## config.mk

```make
export PLATFORM = sky130hd
export DESIGN_NAME = bsg_wormhole_router_adapter_out_db
export DESIGN_NICKNAME = d
export VERILOG_FILES = /design/src/rtl/bsg_wormhole_router_adapter_pkg.sv /design/src/rtl/bsg_wormhole_router_adapter_out_buf.sv /design/src/rtl/bsg_wormhole_router_adapter_out_db.sv
export SDC_FILE = /design/constraint.sdc
export NUM_CORES = 2
export LEC_CHECK = 0
export CORE_MARGIN = 8
export CORE_UTILIZATION = 45
export DETAILED_ROUTE_END_ITERATION = 7
export GPL_TIMING_DRIVEN = 1
export PLACE_DENSITY = 0.67
export RECOVER_POWER = 25
export SYNTH_ARGS = -nofsm -noshare
export SYNTH_HDL_FRONTEND = slang
export SYNTH_SLANG_ARGS = --single-unit
```

## constraint.sdc

```tcl
create_clock -name clk_i -period 59.1 [get_ports clk_i]
set_input_delay 11.82 -clock clk_i [delete_from_list [all_inputs] [get_ports clk_i]]
set_output_delay 11.82 -clock clk_i [all_outputs]
set_load 0.005 [all_outputs]
```

## src/rtl/bsg_wormhole_router_adapter_pkg.sv

```systemverilog
// Shared definitions for the wormhole router adapters.
//   - BSG_WORMHOLE_ROUTER_ADAPTER_HEADER_S(x_w, y_w, len_w, payload_w):
//     packed header layout, LSB first: x_cord, y_cord, len, payload.
//   - adapter_state_e: input FSM states (IDLE waits for a header, BODY
//     collects the remaining flits of a packet).
//   - packet_width(): width of an assembled packet word.
`ifndef BSG_WORMHOLE_ROUTER_ADAPTER_PKG_SV
`define BSG_WORMHOLE_ROUTER_ADAPTER_PKG_SV

`define BSG_WORMHOLE_ROUTER_ADAPTER_HEADER_S(x_w, y_w, len_w, payload_w) \
  struct packed {                          \
    logic [(payload_w)-1:0] payload;       \
    logic [(len_w)-1:0]     len;           \
    logic [(y_w)-1:0]       y_cord;        \
    logic [(x_w)-1:0]       x_cord;        \
  }

package bsg_wormhole_router_adapter_pkg;

  typedef enum logic {
    IDLE = 1'b0,
    BODY = 1'b1
  } adapter_state_e;

  function automatic int packet_width(input int payload_w, input int len_w,
                                      input int y_w, input int x_w);
    return payload_w + len_w + y_w + x_w;
  endfunction

endpackage

`endif

```

## src/rtl/bsg_wormhole_router_adapter_out_buf.sv

```systemverilog
// One packet buffer of the double-buffered output adapter.
//   clk_i, reset_i : clock, asynchronous active-high reset
//   data_i         : flit to store
//   w_slot_i       : one-hot per-slot write enable
//   set_full_i     : mark the buffer as holding a complete packet
//   clear_i        : consume; zero the data, full flag and written mask
//   data_o         : packet word (unwritten slots read as 0)
//   full_o         : buffer holds a complete packet
module bsg_wormhole_router_adapter_out_buf
  import bsg_wormhole_router_adapter_pkg::*;
#(
  parameter int flit_width_p   = 136,
  parameter int max_num_flit_p = 4,
  parameter int width_p        = 541
) (
  input  logic                      clk_i,
  input  logic                      reset_i,
  input  logic [flit_width_p-1:0]   data_i,
  input  logic [max_num_flit_p-1:0] w_slot_i,
  input  logic                      set_full_i,
  input  logic                      clear_i,
  output logic [width_p-1:0]        data_o,
  output logic                      full_o
);

  logic                      full_r;
  logic [max_num_flit_p-1:0] mask_r;

  always_ff @(posedge clk_i or posedge reset_i) begin
    if (reset_i) begin
      full_r <= 1'b0;
      mask_r <= '0;
    end else if (clear_i) begin
      full_r <= 1'b0;
      mask_r <= '0;
    end else begin
      if (set_full_i) full_r <= 1'b1;
      mask_r <= mask_r | w_slot_i;
    end
  end

  assign full_o = full_r;

  // The last slot is truncated at width_p; slots lying wholly above
  // width_p store nothing but still record their write in the mask.
  for (genvar k = 0; k < max_num_flit_p; k++) begin : g_slot
    localparam int lo_lp = k * flit_width_p;
    if (lo_lp < width_p) begin : g_store
      localparam int w_lp = ((width_p - lo_lp) < flit_width_p) ? (width_p - lo_lp) : flit_width_p;
      logic [w_lp-1:0] slot_r;

      always_ff @(posedge clk_i or posedge reset_i) begin
        if (reset_i)          slot_r <= '0;
        else if (clear_i)     slot_r <= '0;
        else if (w_slot_i[k]) slot_r <= data_i[w_lp-1:0];
      end

      assign data_o[lo_lp +: w_lp] = mask_r[k] ? slot_r : '0;
    end
  end

endmodule

```

## src/rtl/bsg_wormhole_router_adapter_out_db.sv

```systemverilog
// Double-buffered wormhole output adapter: deserialises header-first
// wormhole flits into one wide packet word per packet. While one buffer
// waits on the consumer the other fills, so a flit can be taken every
// cycle.
//   clk_i, reset_i : clock, asynchronous active-high reset
//   data_i, v_i    : incoming flit and its valid
//   ready_o        : a flit can be accepted this cycle
//   data_o, v_o    : assembled packet and its valid
//   ready_i        : consumer takes the packet
//   len_err_o      : one-cycle pulse after a header with len >= max_num_flit_p
module bsg_wormhole_router_adapter_out_db
  import bsg_wormhole_router_adapter_pkg::*;
#(
  parameter int flit_width_p        = 136,
  parameter int max_num_flit_p      = 4,
  parameter int x_cord_width_p      = 1,
  parameter int y_cord_width_p      = 1,
  parameter int max_payload_width_p = 537,
  localparam int len_width_lp       = $clog2(max_num_flit_p),
  localparam int packet_width_lp    = packet_width(max_payload_width_p, len_width_lp,
                                                   y_cord_width_p, x_cord_width_p)
) (
  input  logic                       clk_i,
  input  logic                       reset_i,
  input  logic [flit_width_p-1:0]    data_i,
  input  logic                       v_i,
  output logic                       ready_o,
  output logic [packet_width_lp-1:0] data_o,
  output logic                       v_o,
  input  logic                       ready_i,
  output logic                       len_err_o
);

  typedef `BSG_WORMHOLE_ROUTER_ADAPTER_HEADER_S(x_cord_width_p, y_cord_width_p, len_width_lp,
    flit_width_p - len_width_lp - y_cord_width_p - x_cord_width_p) header_s;
  typedef logic [len_width_lp:0] count_t;

  localparam count_t max_len_lp = count_t'(max_num_flit_p - 1);

  adapter_state_e            state_r;
  count_t                    count_r;
  logic [len_width_lp-1:0]   len_r;
  logic                      wr_ptr_r;
  logic                      rd_ptr_r;
  logic                      len_err_r;

  header_s                   hdr;
  logic [flit_width_p-1:0]   flit;
  logic                      hdr_sat;
  logic [len_width_lp-1:0]   hdr_len;
  logic                      accept;
  logic                      consume;
  logic                      last;
  count_t                    slot_sel;
  logic [max_num_flit_p-1:0] slot_oh;
  logic [1:0]                full;
  logic [packet_width_lp-1:0] buf_data [2];

  assign hdr  = data_i;
  assign flit = hdr;

  // len is only meaningful on the header flit; oversize values clamp to
  // the last slot so the packet still terminates.
  assign hdr_sat = count_t'(hdr.len) > max_len_lp;
  assign hdr_len = hdr_sat ? max_len_lp[len_width_lp-1:0] : hdr.len;

  assign ready_o = ~full[wr_ptr_r] & ~reset_i;
  assign accept  = v_i & ready_o;
  assign v_o     = full[rd_ptr_r];
  assign data_o  = buf_data[rd_ptr_r];
  assign consume = v_o & ready_i;

  assign slot_sel = (state_r == IDLE) ? '0 : count_r;
  assign slot_oh  = {{(max_num_flit_p-1){1'b0}}, 1'b1} << slot_sel;
  assign last     = (state_r == IDLE) ? (hdr_len == '0) : (count_r == count_t'(len_r));

  for (genvar b = 0; b < 2; b++) begin : g_buf
    bsg_wormhole_router_adapter_out_buf #(
      .flit_width_p  (flit_width_p),
      .max_num_flit_p(max_num_flit_p),
      .width_p       (packet_width_lp)
    ) u_buf (
      .clk_i     (clk_i),
      .reset_i   (reset_i),
      .data_i    (flit),
      .w_slot_i  ((accept && (wr_ptr_r == 1'(b))) ? slot_oh : '0),
      .set_full_i(accept & last & (wr_ptr_r == 1'(b))),
      .clear_i   (consume & (rd_ptr_r == 1'(b))),
      .data_o    (buf_data[b]),
      .full_o    (full[b])
    );
  end

  always_ff @(posedge clk_i or posedge reset_i) begin
    if (reset_i) begin
      state_r   <= IDLE;
      count_r   <= '0;
      len_r     <= '0;
      wr_ptr_r  <= 1'b0;
      rd_ptr_r  <= 1'b0;
      len_err_r <= 1'b0;
    end else begin
      len_err_r <= accept & (state_r == IDLE) & hdr_sat;
      if (consume) rd_ptr_r <= ~rd_ptr_r;
      if (accept) begin
        if (last) wr_ptr_r <= ~wr_ptr_r;
        case (state_r)
          IDLE: begin
            len_r   <= hdr_len;
            count_r <= count_t'(1);
            state_r <= last ? IDLE : BODY;
          end
          BODY: begin
            count_r <= count_r + 1'b1;
            if (last) state_r <= IDLE;
          end
          default: state_r <= IDLE;
        endcase
      end
    end
  end

  assign len_err_o = len_err_r;

endmodule

```

=== Yosys cells after proc, flatten, opt, wreduce, memory -nomap -nowiden ===
Cells that the tools add are included.

* Flip-flop bits (word level): 1,100
* Bits of input ports: 140
* Latch bits: 0
* Memory bits (writable): 0
* Memories kept: 0
* Memory bits (read-only): 0

* Bitwise logic cells: 16
* Muxes and demuxes: 43
* Add/subtract/negate cells: 1
* Eq/ne operators: 1
* $lt $le $gt $ge: 3
* Div/mod/pow operators: 0
* Reduce and logical (&&, ||, !) cells: 15
* Multipliers: 0
* Shift-type cells: 1

{| class="wikitable"
|+ Operator list
! kind !! count
|-
| 136-bit 2-to-1 mux || 18
|-
| 541-bit 2-to-1 mux || 3
|-
| 133-bit 2-to-1 mux || 6
|-
| 2-bit nonzero test || 10
|-
| 4-bit 2-to-1 mux || 4
|-
| 1-bit 2-to-1 mux || 10
|-
| 1-bit AND || 8
|-
| 4-bit OR || 2
|-
| 3-bit case mux with 2 select lines || 1
|-
| 1-bit inverter || 5
|-
| 1-bit by 2-bit less-than comparator with 1-bit output (second input constant) || 2
|-
| 2-bit AND reduction || 2
|-
| 1-bit by 3-bit left shift with 4-bit output (first input constant) || 1
|-
| 3-bit by 1-bit adder with 3-bit output (second input constant) || 1
|-
| 3-bit by 2-bit equality test with 1-bit output || 1
|-
| 3-bit 2-to-1 mux || 1
|-
| 2-bit greater-or-equal comparator (second input constant) || 1
|-
| 1-bit logical AND || 2
|-
| 2-bit zero test || 1
|-
| 1-bit inverter with 2-bit output || 1
|}

=== Longest topological paths before layout ===
* Depth in word-level cells: 9
* Gate-level depth with buffers: 7

=== Modules after synthesis ===
A second synthesis with hierarchy kept.

* Cells, all modules: 5,383
* Area, all modules: 58,303.4 µm²

{| class="wikitable"
|+ By module, submodules not included
! module !! area an instance (µm²) !! cells each !! times used
|-
| bsg_wormhole_router_adapter_out_buf (g_buf[1].u_buf) || 25,674.6 || 2,360 || 1
|-
| bsg_wormhole_router_adapter_out_buf (g_buf[0].u_buf) || 25,673.4 || 2,360 || 1
|-
| bsg_wormhole_router_adapter_out_db || 6,955.4 || 663 || 1
|}

=== Worst setup path after synthesis ===
Ideal clock, no wire load.

* Kind: input to output
* Start point: input reset_i
* End point: output ready_o
* Setup slack: 35.354 ns
* Buffers on the path: 0
* Stages on the path: 1
* Data required time: 47.280 ns
* Data arrival time: 11.926 ns
* Cell sequence: nor2_1

* Longest elaborated chain between the ends: 2

{| class="wikitable"
|+ Ends and longest elaborated chain
! element !! line !! source
|-
| start: declaration || bsg_wormhole_router_adapter_out_db.sv:24 || <nowiki>input logic reset_i,</nowiki>
|-
| 1-bit inverter || bsg_wormhole_router_adapter_out_db.sv:67 || <nowiki>assign ready_o = ~full[wr_ptr_r] & ~reset_i;</nowiki>
|-
| 1-bit AND || bsg_wormhole_router_adapter_out_db.sv:67 ||
|-
| end: declaration || bsg_wormhole_router_adapter_out_db.sv:27 || <nowiki>output logic ready_o,</nowiki>
|}

No other way between the ends.

==> results.yml <==
outcome:
  status: "finished with violations"
  violations: "capacitance limit, slew limit"
synthesis:
  yosysUniqueCellTypes: 39
  synth_cells: 5824
  syn_avg_cell_area_um2: 9.01
  synth-seq-cells: 1100
  synth-edff-count: 0
  synth_nets: 5965
  async_flop_share: 1.00
  yosysWarnings: 0
  synth_area_um2: 52500
  synth_ff_type: "dfrtp_1"
  ys_seq_area_frac: 0.524
layout:
  drive_gt1_frac: 0.0479
  stdcell_area_um2: 62500
  utilization: 0.540
  fill_cells: 10500
  nets: 5989
  area_growth_pct: 19.1
  layout_commonest_cell: "dfrtp_1"
  final_cell_mix: "dfrtp_1 (1100), a21oi_1 (1090), nand3_1 (1083)"
clocking:
  tritoncts: "built"
  cts_sinks: 1100
  cts_buffer_depth: 3
  cts-hold-fix-buffers: 0
  clk_latency_ps: 730
  post_cts_resized: 0
  cts_setup_buffers: 0
  clk_pin_slew_ps: 60
  numCtsBuffers: 118
  cts_root_buf: "clkbuf_16"
  cts.htree.levels: 3
sta:
  setup-tns-final_ps: 0
  slew_viol_final: 1279
  hold_viol: 0
  worst_slew_pin_slew_ps: 10180
  rsz0062_at_grt: "no"
  fin_crit_ps: 25250
  max_freq_ghz: 0.0396
  fin_crit_sh: 0.427
  skew_ps: 22.7
  setup_viol_count_final: 0
  maxSlewHeadroom: -5.79
floorplanning:
  placementRows: 125
  start_util: 0.453
  die_height_um: 358
  fp.coreArea_um2: 116000
  dieWidth_um: 358
  ios: 684
  dieArea_um2: 128000
place:
  dp_hpwl_um: 111000
  port_buffers: 682
  place_area_um2: 58700
  gp_congestion: 0.779
critical_path:
  start_kind: "input port"
  crit_path_max_fanout: 174
  worstSetupPathType: "in -> async"
  cp.arrival_ps: 25960
  rr_endpoint: "g_buf[0].u_buf.g_slot[1].g_store.slot_r[12]"
  cp-startpoint: "reset_i"
  cp-end-kind: "asynchronous set/reset pin"
  crit_required_ps: 59810
  timing.rr.start: "rd_ptr_r"
  r2r_cells: 5
  rrSetupSlack_ps: 46100
  critical_path.endpoint: "g_buf[1].u_buf.g_slot[1].g_store.slot_r[67]"
route:
  routed_via_density: 6.52
  num_vias: 48800
  avgRoutedWirePerCell_um: 26.9
  drt-initial-drc-count: 5960
  ant_nets: 0
  drc_errors: 0
  firstDrtPassIters: 6
  wirelength_um: 201000
global_route:
  grt_start_max_net_pins: 211
  antenna_found_initial: 13
  track_usage: 0.300
  grt_pass1_wl_um: 304000
  use_met3: 0.0755
  first_global_vias: 46900
  gr-max-usage-layer: "met2"
  met2_usage: 0.458
  use_met1: 0.414
  grt-ovfl-total: 0
worst_hold_path:
  hold_path.class: "reg -> reg"
power_and_ir_drop:
  p_per_area_nw_per_um2: 37.2
  leakage_nw: 25.0
  peakVddDrop_mv: 0.0237
job:
  cap_viol_max_count: 10
critical path, stage by stage:
cell and delay [ps]:
dlygate4sd3_1 710, clkinvlp_2 3430, clkbuf_1 6760, buf_4 1400, buf_4 720, buf_4 850
power breakdown:
group / switching (mW) / leakage [nW] / internal, mW / total, mW
combinational: 0.395 / 7.96 / 0.175 / 0.570
clock: 0.318 / 1.92 / 0.433 / 0.751
sequential: 0.0869 / 15.1 / 0.921 / 1.01
kinds of logic (layout without fill, tap and decap cells):
kind of cell    count (synthesis)  count (layout)  synth area share
compound gates               2727            2727             0.299
simple gates                 1123            1123             0.108
flops                        1100            1100             0.524
buf+inv                       865             985            0.0664
mux                             5               5           0.00107
xor+xnor                        2               2          0.000334
fa+ha+maj                       1               1          0.000238
other cells                     1              11         0.0000714
cells in the mapped netlist, types with 2 or more instances:
master	instances	area, um^2
nor4bb_1	3	30.0
o21ai_0	949	4750
o21ai_1	138	691
buf_4	3	22.5
clkbuf_1	630	2360
a22o_1	542	4750
inv_1	2	7.51
nand2_1	4	15.0
dfrtp_1	1100	27500
nand2b_1	4	25.0
and2_1	4	25.0
nor2b_1	4	25.0
xor2_1	2	17.5
o31a_1	2	17.5
mux2_2	5	56.3
nand3_1	1083	5420
nor2_1	9	33.8
buf_2	176	881
buf_1	53	199
a21oi_1	1090	5460
nand4bb_1	3	33.8
how the worst min path moves through the flow:
stage,from,to,slack (ps),cells past startpoint
floorplan,g_buf[1].u_buf.mask_r[0],g_buf[1].u_buf.mask_r[0],450,2
global placement,g_buf[1].u_buf.mask_r[0],g_buf[1].u_buf.mask_r[0],480,2
detailed placement,g_buf[1].u_buf.mask_r[1],g_buf[1].u_buf.mask_r[1],480,2
CTS,g_buf[1].u_buf.mask_r[2],g_buf[1].u_buf.mask_r[2],500,2
global route,g_buf[0].u_buf.mask_r[3],g_buf[0].u_buf.mask_r[3],530,2
finish,g_buf[1].u_buf.mask_r[0],g_buf[1].u_buf.mask_r[0],500,2
cell type report:
cell class | instances | area, um^2 | area share
Tap cell | 1524 | 1910 | 0.0305
Sequential cell | 1100 | 27500 | 0.440
Clock buffer | 189 | 3600 | 0.0576
Clock inverter | 27 | 313 | 0.00500
Inverter | 2 | 8.76 | 0.000140
Multi-Input combinational cell | 3859 | 21600 | 0.346
Timing Repair Buffer | 767 | 7530 | 0.120
Antenna cell | 10 | 25.0 | 0.000400
per-stage QoR:
step | std cells | power (mW) | worst slack [ps] | hold WS [ps]
final | 7478 | 2.33 | 33850 | 496
after floorplan | 5824 | 1.37 | 16310 | 454
after global routing | 7472 | 2.43 | 31340 | 527
after detailed placement | 7252 | 1.58 | 33940 | 485
after global placement | 7252 | 1.57 | 33990 | 477
after CTS | 7468 | 2.33 | 33930 | 500
sequential cells by signal (all words and copies together) (netlist names):
register                           flops
g_buf.u_buf.g_slot.g_store.slot_r   1082
g_buf.u_buf.full_o                     2
count_r                                3
rd_ptr_r                               1
state_r                                1
g_buf.u_buf.mask_r                     8
wr_ptr_r                               1
len_r                                  2
routing by layer:
metal | routed length [um] | part of all wire | vias to the layer above
met3 | 19800 | 0.098 | 391
li1 | - | - | 21300
met2 | 92400 | 0.46 | 2503
met5 | 27 | 0.00013 | -
met1 | 81100 | 0.40 | 24600
met4 | 8120 | 0.040 | 4
Power figures use the tool's default switching activity.
